### config.mk
export PLATFORM = sky130hd
export DESIGN_NAME = fetch_stage_flat
export DESIGN_NICKNAME = d
export VERILOG_FILES = /design/src/rtl/fetch_stage_if.sv /design/src/rtl/fetch_stage.sv /design/src/flat_wrapper.sv
export SDC_FILE = /design/constraint.sdc
export NUM_CORES = 1
export LEC_CHECK = 0
export BUFFER_PORTS_ARGS = -buffer_cell sky130_fd_sc_hd__buf_2
export CORE_MARGIN = 2
export CORE_UTILIZATION = 45
export CTS_CLUSTER_SIZE = 8
export DETAILED_ROUTE_END_ITERATION = 7
export PLACE_DENSITY = 0.83
export SLEW_MARGIN = 10
export SYNTH_ARGS = -nofsm -noshare
export SYNTH_HDL_FRONTEND = slang
export SYNTH_SLANG_ARGS = --single-unit
### constraint.sdc
create_clock -name clk -period 3 [get_ports clk]
set_clock_uncertainty 0.2 [all_clocks]
set_input_delay 0.6 -clock clk [delete_from_list [all_inputs] [get_ports clk]]
set_output_delay 0.6 -clock clk [all_outputs]
set_load 0.02 [all_outputs]
### src/rtl/fetch_stage_if.sv
// Fetch-stage bus: debug/hazard controls and instruction-memory data in,
// PC and IF/ID register contents out.
interface fetch_stage_if;
    logic        enable;
    logic        stall;
    logic        redirect_valid;
    logic [31:0] redirect_addr;
    logic [31:0] instr_in;
    logic [31:0] pc_addr;
    logic [31:0] if_id_instr;
    logic [31:0] if_id_pc_next;
    logic        if_id_valid;
    logic        halted;
    logic        addr_error;
    logic [31:0] fetch_count;

    modport master (
        output enable, stall, redirect_valid, redirect_addr, instr_in,
        input  pc_addr, if_id_instr, if_id_pc_next, if_id_valid,
               halted, addr_error, fetch_count
    );

    modport slave (
        input  enable, stall, redirect_valid, redirect_addr, instr_in,
        output pc_addr, if_id_instr, if_id_pc_next, if_id_valid,
               halted, addr_error, fetch_count
    );
endinterface

### src/rtl/fetch_stage.sv
// Instruction fetch: owns the word-indexed PC, captures memory read data into
// IF/ID with stall, redirect/flush, HALT and debug run gating.
module fetch_stage #(
    parameter int          MEM_DEPTH   = 32,
    parameter logic [5:0]  HALT_OPCODE = 6'b111111,
    parameter logic [31:0] NOP_WORD    = 32'h0000_0000
) (
    input  logic          clk,
    input  logic          rst,
    fetch_stage_if.slave  bus
);
    localparam int              PC_W    = (MEM_DEPTH > 1) ? $clog2(MEM_DEPTH) : 1;
    localparam logic [31:0]     DEPTH_W = 32'(MEM_DEPTH);
    localparam logic [PC_W-1:0] PC_LAST = PC_W'(MEM_DEPTH - 1);

    logic [PC_W-1:0] pc;
    logic [PC_W-1:0] pc_inc;
    logic [PC_W-1:0] redir_pc;
    logic            redir_oob;
    logic            is_halt;
    logic [31:0]     if_id_instr;
    logic [PC_W-1:0] if_id_pc_next;
    logic            if_id_valid;
    logic            halted;
    logic            addr_error;
    logic [31:0]     fetch_count;

    // Explicit wrap keeps the PC in range for non-power-of-two depths too.
    assign pc_inc    = (pc == PC_LAST) ? '0 : pc + PC_W'(1);
    assign redir_pc  = PC_W'(bus.redirect_addr % DEPTH_W);
    assign redir_oob = (bus.redirect_addr >= DEPTH_W);
    assign is_halt   = (bus.instr_in[31:26] == HALT_OPCODE);

    always_ff @(posedge clk or posedge rst) begin
        if (rst) begin
            pc            <= '0;
            if_id_instr   <= NOP_WORD;
            if_id_pc_next <= '0;
            if_id_valid   <= 1'b0;
            halted        <= 1'b0;
            addr_error    <= 1'b0;
            fetch_count   <= '0;
        end else if (bus.enable) begin
            if (bus.redirect_valid) begin
                // Redirect wins over stall and halt: the fetched word is wrong-path.
                pc            <= redir_pc;
                if_id_instr   <= NOP_WORD;
                if_id_pc_next <= '0;
                if_id_valid   <= 1'b0;
                halted        <= 1'b0;
                if (redir_oob)
                    addr_error <= 1'b1;
            end else if (halted) begin
                if_id_instr   <= NOP_WORD;
                if_id_pc_next <= '0;
                if_id_valid   <= 1'b0;
            end else if (!bus.stall) begin
                if_id_instr   <= bus.instr_in;
                if_id_pc_next <= pc_inc;
                if_id_valid   <= 1'b1;
                if (fetch_count != '1)
                    fetch_count <= fetch_count + 32'd1;
                // HALT is delivered and counted, but the PC parks on it.
                if (is_halt)
                    halted <= 1'b1;
                else
                    pc <= pc_inc;
            end
        end
    end

    assign bus.pc_addr       = 32'(pc);
    assign bus.if_id_instr   = if_id_instr;
    assign bus.if_id_pc_next = 32'(if_id_pc_next);
    assign bus.if_id_valid   = if_id_valid;
    assign bus.halted        = halted;
    assign bus.addr_error    = addr_error;
    assign bus.fetch_count   = fetch_count;
endmodule

### src/flat_wrapper.sv
// flat-port wrapper written by rule: the top's interface ports become plain ports
module fetch_stage_flat 
#(
    parameter int          MEM_DEPTH   = 32,
    parameter logic [5:0]  HALT_OPCODE = 6'b111111,
    parameter logic [31:0] NOP_WORD    = 32'h0000_0000
)
  (clk, rst, bus_enable, bus_stall, bus_redirect_valid, bus_redirect_addr, bus_instr_in, bus_pc_addr, bus_if_id_instr, bus_if_id_pc_next, bus_if_id_valid, bus_halted, bus_addr_error, bus_fetch_count);
  fetch_stage_if bus_i ();
  input  logic clk;
  input  logic rst;
  input wire logic [$bits(bus_i.enable)-1:0] bus_enable;
  input wire logic [$bits(bus_i.stall)-1:0] bus_stall;
  input wire logic [$bits(bus_i.redirect_valid)-1:0] bus_redirect_valid;
  input wire logic [$bits(bus_i.redirect_addr)-1:0] bus_redirect_addr;
  input wire logic [$bits(bus_i.instr_in)-1:0] bus_instr_in;
  output wire logic [$bits(bus_i.pc_addr)-1:0] bus_pc_addr;
  output wire logic [$bits(bus_i.if_id_instr)-1:0] bus_if_id_instr;
  output wire logic [$bits(bus_i.if_id_pc_next)-1:0] bus_if_id_pc_next;
  output wire logic [$bits(bus_i.if_id_valid)-1:0] bus_if_id_valid;
  output wire logic [$bits(bus_i.halted)-1:0] bus_halted;
  output wire logic [$bits(bus_i.addr_error)-1:0] bus_addr_error;
  output wire logic [$bits(bus_i.fetch_count)-1:0] bus_fetch_count;
  assign bus_i.enable = bus_enable;
  assign bus_i.stall = bus_stall;
  assign bus_i.redirect_valid = bus_redirect_valid;
  assign bus_i.redirect_addr = bus_redirect_addr;
  assign bus_i.instr_in = bus_instr_in;
  assign bus_pc_addr = bus_i.pc_addr;
  assign bus_if_id_instr = bus_i.if_id_instr;
  assign bus_if_id_pc_next = bus_i.if_id_pc_next;
  assign bus_if_id_valid = bus_i.if_id_valid;
  assign bus_halted = bus_i.halted;
  assign bus_addr_error = bus_i.addr_error;
  assign bus_fetch_count = bus_i.fetch_count;
  fetch_stage #(.MEM_DEPTH(MEM_DEPTH), .HALT_OPCODE(HALT_OPCODE), .NOP_WORD(NOP_WORD)) u_core (.clk(clk), .rst(rst), .bus(bus_i));
endmodule
# --- Word-level counts from Yosys, hierarchy flattened ---
# Cells that the tools add are included.
totals:
  input_bits: 69
  ff_bits: 77
  word_cells: 42
classes:
  eq_ne: 7
  n_bitwise: 3
  n_reduce_logical: 4
  order_cmp: 1
  muxes: 18
  add_sub_neg: 2
ops:
  columns: ["cell", "n"]
  rows:
  - ["32-bit two-way mux", 3]
  - ["5-bit two-way mux", 8]
  - ["32-bit by 1-bit adder with 32-bit output, second input constant", 1]
  - ["32-bit by 6-bit >= comparator with 1-bit output, second input constant", 1]
  - ["32-bit != test, second input constant", 1]
  - ["1-bit two-way mux", 7]
  - ["6-bit equality test, second input constant", 1]
  - ["5-bit by 1-bit adder with 5-bit output, second input constant", 1]
  - ["5-bit equality test, second input constant", 1]
  - ["5-bit AND reduction", 1]
  - ["2-bit != test, second input constant", 2]
  - ["4-bit AND reduction", 1]
  - ["3-bit by 1-bit != test with 1-bit output, second input constant", 1]
  - ["1-bit inverter", 3]
  - ["3-bit AND reduction", 1]
  - ["2-bit by 1-bit != test with 1-bit output, second input constant", 1]
  - ["2-bit AND reduction", 1]

# --- Longest topological paths before layout ---
# Gate-level depths: netlist of the first run.
depth:
  depth_word: 6
  mapped_depth: 7
  mapped_depth_nobuf: 7

# --- Worst setup path after synthesis of the first run ---
# No wires, ideal clock.
synth_path:
  path_kind: "input to register"
  from: "input port bus_enable"
  to: "register u_core.fetch_count[20] (netlist: u_core.bus.fetch_count[20])"
  setup_slack_ns: 0.834
  path_stages: 6
  path_buffers: 1
  t_arrival_ns: 1.836
  cell_sequence: "buf_2 nor4b_4 nand3_2 a2111oi_4 nand4_1 xnor2_1"
synth_via:
  elab_chain_len: 1
synth_rtl:
  columns: ["item", "line_no", "text"]
  rows:
  - ["start: declaration", "flat_wrapper.sv:12", "input wire logic [$bits(bus_i.enable)-1:0] bus_enable;"]
  - ["5-bit AND reduction (no source line)", null, null]
  - ["end signal: assignment", "fetch_stage.sv:62", "fetch_count <= fetch_count + 32'd1;"]
  - ["end: declaration", "fetch_stage.sv:26", "logic [31:0] fetch_count;"]
# No other way between the ends.
# A chain may end at the register's enable or synchronous reset.

# --- Worst setup path after layout of the first run ---
layout_path:
  from: "register u_core.fetch_count[0] (netlist: u_core.bus.fetch_count[0])"
  to: "register u_core.fetch_count[20] (netlist: u_core.bus.fetch_count[20])"
layout_via:
  elab_chain_len: 2
  elab_cells_between_ends: 3
  classes_between: "add/sub: 1; eq/ne: 1; reduce/logical: 1"
layout_rtl:
  columns: ["item"]
  rows:
  - ["parallel branches: the longest is 2 deep, another holds 32-bit by 1-bit adder with 32-bit output"]
# Parallel ways; which one is timed is not known.

==> metrics.md, run 1 <==
| Metric | Value |
|---|---|
| Reg2reg end | `u_core.bus.fetch_count[20]` |
| Leading area contributor after synthesis | `dfrtp_1` |
| VDD IR max | `260 uV` |
| Ant diodes | `0` |
| WL final | `8650 um` |
| EDFF count, synth | `0` |
| Mux contribution to synthesized area | `0.00926` |
| Adder-Cell Fraction of Synth Area | `0.00992` |
| Detail Placement HPWL | `6400 um` |
| Synth Area in Simple Gates | `0.148` |
| Critical path peak fanout | `6` |
| Via count | `2940` |
| Worst slew pin tran | `506 ps` |
| Sw Share | `0.308` |
| Largest family of logic cells by synthesized area | `simple AND/OR/NAND/NOR gates` |
| Clock power frac | `0.327` |
| Vias in the first global route | `2551` |
| R2R Setup Slk | `760 ps` |
| Worst Setup EP | `u_core.bus.fetch_count[20]` |
| DRC errors left | `0` |
| Combinational power share | `0.203` |
| CTS tree | `yes` |
| Top cells by area, synth | `dfrtp_1 51%, buf_4 11%, a22o_1 7.9%, xnor2_1 5.1%, nand2_1 2.5%` |
| Die area | `0.00915 mm^2` |
| YS warnings | `0` |
| Required @ worst endpoint | `3030 ps` |
| I/O Pins | `200` |
| Worst slack, placed | `464 ps` |
| Drt wl/cell | `14.6 um` |
| Final worst slack | `762 ps` |
| Starting Density | `0.463` |
| Vias per std cell | `4.95` |
| Layout cells sized above 1 | `0.368` |
| Reg2reg start | `u_core.bus.fetch_count[0]` |
| Post-synth ARST share | `1.00` |
| Die width | `95.7 um` |
| Worst reg-to-reg path cell count | `6` |
| PwrDens | `552 mW/mm^2` |
| Reg power frac | `0.470` |
| Status | `finished, final reports clean` |
| TritonRoute pass-1 iters | `4` |
| Cell Rows | `33` |
| Highest Clock Rate | `0.447 GHz` |
| Die H | `95.7 um` |
| CP arrival | `2270 ps` |
| Root buf cell | `clkbuf_8` |
| Max-cap viol count | `0` |
| Worst-path clk slew | `80 ps` |
| GRT busiest layer | `met2` |
| Post-CTS Repair Setup Buffers | `0` |
| Int Power | `1.78 mW` |
| Max Slew Vio Count | `0` |
| Post_cts resized | `0` |
| Synth Area in Compound Gates | `0.130` |
| Mapped Area | `0.00378 mm^2` |
| Fill cells | `706` |
| Worst-Skew Late Latency | `350 ps` |
| Syn Area/Cell | `11.2 um^2` |
| Synth Area in XOR/XNOR | `0.0695` |
| Net switching power | `792 uW` |
| Main synth FF type | `dfrtp_1` |
| Leakage power | `2.50 nW` |
| Fin crit period | `2240 ps` |
| Setup_tns | `0 ps` |
| Slew headroom | `0.660` |
| Sequential area share after synthesis | `0.509` |
| Hold-fix buffers at CTS | `0` |
| Synth top area share | `0.509` |
| Syn Inst Count | `337` |
| M3 GR Usage | `0.0522` |
| Critical setup path kind | `flop to flop` |
| Hold Vio Cnt, Final | `0` |
| Crit path from | `u_core.bus.fetch_count[0]` |
| Overflow after GRT | `0` |
| Met2 GRT Util | `0.299` |
| Antenna violations before repair | `0` |
| Final period utilization | `0.746` |
| Crit end category | `flop` |
| PortBufs | `145` |
| First-iteration detailed-routing DRC count | `63` |
| Clk sinks | `77` |
| Clock buffer depth | `2` |
| Core Area | `0.00818 mm^2` |
| Antenna Nets Post-Route | `0` |
| Layout Area Growth over Synthesis | `23.2%` |
| RSZ-0062 raised after global routing | `false` |
| FF+latch count, synth | `77` |
| GRT Overall Usage | `0.182` |
| Distinct cells, synth | `43` |
| Largest net degree at the start of global routing | `78` |
| Global-route wire length before repair | `12700 um` |
| CTS Buf Count | `9` |
| Grt met1 use | `0.237` |
| Worst setup SP type | `flop` |
| Final setup viols | `0` |
| Tot Pwr | `2.57 mW` |
| GP Congestion | `0.851` |
| Total Nets Final | `557` |
| H-tree levels | `3` |
| HP Class | `input port to asynchronous set/reset pin` |
==> metrics by stage <==
step / utilization / instances / hold slack, ps / cell area, um^2
global placement: 0.544 / 579 / 255 / 4450
global route: 0.570 / 594 / 156 / 4660
CTS: 0.570 / 594 / 136 / 4660
detailed placement: 0.544 / 579 / 263 / 4450
finish: 0.570 / 594 / 122 / 4660
floorplan: - / 390 / 391 / 3980
==> worst max-delay path, cell delays in order, from the launching register on <==
cell	delay, ps
dfrtp_1	420
ha_1	180
and3_1	310
nand3_2	210
a2111oi_4	460
nand4_1	190
xnor2_1	150
==> cell usage in the layout, fill, tap and decap left out, types with 2 or more instances in the layout <==
master,Yosys,routed
clkbuf_8,0,9
o31ai_1,4,3
ha_1,3,3
xnor2_1,22,22
mux2i_1,2,2
buf_2,1,145
clkinv_2,0,2
clkinvlp_4,0,2
and2_1,2,2
nor2_1,15,15
xor2_1,8,8
o21ai_0,5,5
nor3_2,2,2
buf_4,54,3
and3_1,5,5
nand4_1,10,10
a22o_1,34,34
nor4_1,6,6
and4_1,4,4
conb_1,1,54
a21oi_1,4,4
and4_4,3,3
nand3_1,13,13
dfrtp_1,77,77
nand2_1,25,25
nor3_1,4,4
nand4_4,2,2
inv_1,4,3
bufinv_16,0,2
==> flip-flops by register name (all words and copies together) (netlist names) <==
register and flops:
u_core.bus.halted 1, u_core.bus.if_id_instr 32, u_core.if_id_pc_next 5, u_core.bus.addr_error 1, u_core.bus.if_id_valid 1, u_core.pc 5
u_core.bus.fetch_count 32
==> power groups by stage <==
stage	clock, mW	sequential [mW]	combinational [mW]
finish	0.842	1.21	0.521
global route	0.906	1.22	0.569
CTS	0.856	1.21	0.525
detailed placement	0	1.23	0.521
global placement	0	1.22	0.509
floorplan	0	1.33	0.276
==> routing by layer <==
layer	up-vias	wire length [um]
met5	-	0
met4	0	64
met3	6	652
met2	131	4240
met1	1406	3690
li1	1397	-
==> cells by family (layout without fill, tap and decap cells) <==
family	after synthesis	after routing
xor gates and xnor gates	30	30
and+or+nand+nor	95	95
buffers and inverters	69	168
muxes	3	3
other	1	54
DFF	77	77
AOI/OAI and AO/OA	59	59
adders and majority gates	3	3
==> Yosys cell counts (all sizes together) (6+ instances only) <==
cell	n
a22o	34
and4	7
buf	55
clkbuf	10
dfrtp	77
nand2	25
nand3	14
nand4	12
nor2	15
nor3	6
nor4	6
o21ai	6
xnor2	22
xor2	8
==> worst min-delay path by stage <==
stage,from,to,slack [ps]
floorplan,u_core.bus.if_id_valid,u_core.bus.if_id_valid,390
global placement,u_core.if_id_pc_next[2],u_core.if_id_pc_next[2],250
detailed placement,u_core.bus.addr_error,u_core.bus.addr_error,260
CTS,rst,u_core.pc[3],140
global route,rst,u_core.pc[1],160
finish,rst,u_core.pc[1],120
==> layout make-up <==
| class | count | area, um^2 | area share |
|---|---|---|---|
| flip-flops and latches | 77 | 1930 | 0.413 |
| clock inverters | 6 | 88.8 | 0.0191 |
| well taps | 105 | 131 | 0.0282 |
| clock buffers | 9 | 124 | 0.0266 |
| inverters | 4 | 16.3 | 0.00349 |
| repair buffers | 149 | 768 | 0.165 |
| multi-input cells | 244 | 1610 | 0.344 |
(Power assumes the default switching activity.)
==> run 2, diff against run 1 <==
- clock period: 3 -> 2.2 ns (I/O delays scaled with it)
==> run 2 against run 1 <==
Die area unchanged. Sequential share of layout area fell by 0.87 points. Clock power up 15%. Non-clock buffer count is 14 higher. Cell count up 2.5%. Critical path depth is 1 higher. Critical endpoint is now u_core.bus.fetch_count[25]. Maximum frequency increased by 8.0%.
==> metrics.md, run 2 (synthesis results as in run 1) <==
| Metric | Value |
|---|---|
| Cell Rows | `33 (unchanged)` |
| PwrDens | `702 mW/mm^2 (+27%)` |
| DRC errors left | `0 (unchanged)` |
| RSZ-0062 raised after global routing | `false` |
| Met3 wire len | `685 um (+5.1%)` |
| Vias in the first global route | `2779 (+8.9%)` |
| Largest net degree at the start of global routing | `38 (-51%)` |
| H-tree levels | `3 (unchanged)` |
| Required @ worst endpoint | `2240 ps (-790 ps)` |
| CP max stage cell | `dfrtp_1` |
| Final setup viols | `0 (unchanged)` |
| CP Buf/Inv Count | `2 (+2)` |
| Worst reg-to-reg path cell count | `7 (+1)` |
| Vias per std cell | `4.97 (+0.32%)` |
| Tot Pwr | `3.34 mW (+30%)` |
| Crit path from | `u_core.bus.fetch_count[0]` |
| Detail Placement HPWL | `6780 um (+5.9%)` |
| Status | `finished, final reports clean` |
| Commonest non-fill, non-tap cells in the layout | `145 x buf_2, 77 x dfrtp_1, 54 x conb_1` |
| Highest Clock Rate | `0.483 GHz (+8.0%)` |
| GRT Overall Usage | `0.188 (+0.00609)` |
| Max Slew Vio Count | `0 (unchanged)` |
| CP arrival | `2110 ps (-160 ps)` |
| Clock buffer depth | `2 (unchanged)` |
| Die width | `95.7 um (unchanged)` |
| Clk sinks | `77 (unchanged)` |
| Via count | `3024 (+2.9%)` |
| Routed wl met2 | `4410 um (+3.9%)` |
| Max-cap viol count | `0 (unchanged)` |
| Die area | `0.00915 mm^2 (unchanged)` |
| Core Area | `0.00818 mm^2 (unchanged)` |
| Reg2reg end | `u_core.bus.fetch_count[25]` |
| Worst setup SP type | `flop` |
| Reg2reg start | `u_core.bus.fetch_count[0]` |
| Worst path cell trace | `ha_1 > and3_1 > buf_4 > nand4_4 > nand4_1 > buf_4 > xnor2_1` |
| Critical path peak fanout | `8 (+2)` |
| Fill cells | `692 (-2.0%)` |
| CTS Buf Count | `9 (unchanged)` |
| Worst Setup EP | `u_core.bus.fetch_count[25]` |
| Layout Area Growth over Synthesis | `25.9%` |
| First-iteration detailed-routing DRC count | `86 (+37%)` |
| Crit end category | `flop` |
| Final period utilization | `0.942 (+0.196)` |
| Antenna violations before repair | `0 (unchanged)` |
| I/O Pins | `200 (unchanged)` |
| TritonRoute pass-1 iters | `4 (unchanged)` |
| GP Congestion | `0.806 (-5.3%)` |
| Hold Vio Cnt, Final | `0 (unchanged)` |
| Ant diodes | `0 (unchanged)` |
| HP Class | `input port to flop` |
| Worst-path clk slew | `90 ps (about the same)` |
| Worst-Skew Late Latency | `350 ps (about the same)` |
| Root buf cell | `clkbuf_8` |
| R2R Setup Slk | `130 ps (-630 ps)` |
| Leading registers by flop count | `u_core.bus.fetch_count (32), u_core.bus.if_id_instr (32)` |
| Cell count along the critical path | `7 (+1)` |
| Max Used Layer | `met4` |
| Antenna Nets Post-Route | `0 (unchanged)` |
| CTS tree | `yes` |
| PortBufs | `145 (unchanged)` |
| Total Nets Final | `571 (+2.5%)` |
| Critical setup path kind | `flop to flop` |
| VDD IR max | `282 uV (+8.4%)` |
| CP top delay family | `simple AND/OR/NAND/NOR gates` |
| Die H | `95.7 um (unchanged)` |
| Starting Density | `0.463 (unchanged)` |
| Commonest non-fill, non-tap cell in the layout | `buf_2` |
| Critical path's most frequent cell | `buf_4` |
| Slew headroom | `0.660 (about the same)` |
| Max incr delay on CP | `430 ps (-30 ps)` |
| Global-route wire length before repair | `13300 um (+4.3%)` |
| Drt wl/cell | `14.6 um (+0.37%)` |
| Layout cells sized above 1 | `0.385 (+0.0168)` |
| Worst slew pin tran | `509 ps (+2.60 ps)` |
| Wl on met1 | `3730 um (+0.92%)` |
| Leakage power | `2.56 nW (+2.0%)` |
| Post-Layout Cell Count | `609 (+2.5%)` |
| Fin crit period | `2070 ps (-166 ps)` |
| WL final | `8900 um (+2.9%)` |
| Setup_tns | `0 ps (unchanged)` |
| Placed cells | `591 (+2.1%)` |
| Overflow after GRT | `0 (unchanged)` |
## run 2: worst min path at each step
stage | startpoint | end | slack [ps] | depth (start not counted)
after detailed placement | u_core.bus.addr_error | u_core.bus.addr_error | 260 | 1
final | bus_instr_in[21] | u_core.bus.if_id_instr[21] | 110 | 2
after floorplan | bus_instr_in[0] | u_core.bus.if_id_instr[0] | 380 | 1
after CTS | bus_instr_in[22] | u_core.bus.if_id_instr[22] | 100 | 2
after global placement | u_core.bus.addr_error | u_core.bus.addr_error | 260 | 1
after global routing | bus_instr_in[21] | u_core.bus.if_id_instr[21] | 90 | 2
## run 2: repair_timing
action	CTS	global route
hold endpoints to repair	18	0
hold buffers	1	0
endpoints found under the setup margin	0	2
buffers inserted	0	1
resized for setup	0	2
## run 2: per-layer routing
layer  vias up  GRT usage
met5         -          0
met4         0     0.0583
met3        11     0.0530
met2       137      0.312
met1      1446      0.237
li1       1430          -
## run 2: layout make-up
type                            instances  area, um^2  share of cell area
Clock buffer                           10         128              0.0268
Clock inverter                          6        47.5             0.00999
Inverter                                4        18.8             0.00394
Multi-Input combinational cell        244        1610               0.338
Sequential cell                        77        1930               0.405
Tap cell                              105         131              0.0276
Timing Repair Buffer                  163         901               0.189
## run 2: stage by stage
stage | worst slack, ps | area, um^2 | utilization | hold WS (ps)
after floorplan | 82.3 | 3990 | - | 380
after global placement | 33.0 | 4570 | 0.558 | 256
after detailed placement | -16.6 | 4570 | 0.558 | 258
after CTS | 120 | 4750 | 0.581 | 97.1
after global routing | 14.4 | 4760 | 0.582 | 90.2
final | 129 | 4760 | 0.582 | 111
## run 2: power breakdown
group | switching (mW) | internal [mW] | total (mW)
combinational | 0.455 | 0.272 | 0.727
sequential | 0.113 | 1.53 | 1.65
clock | 0.550 | 0.417 | 0.967
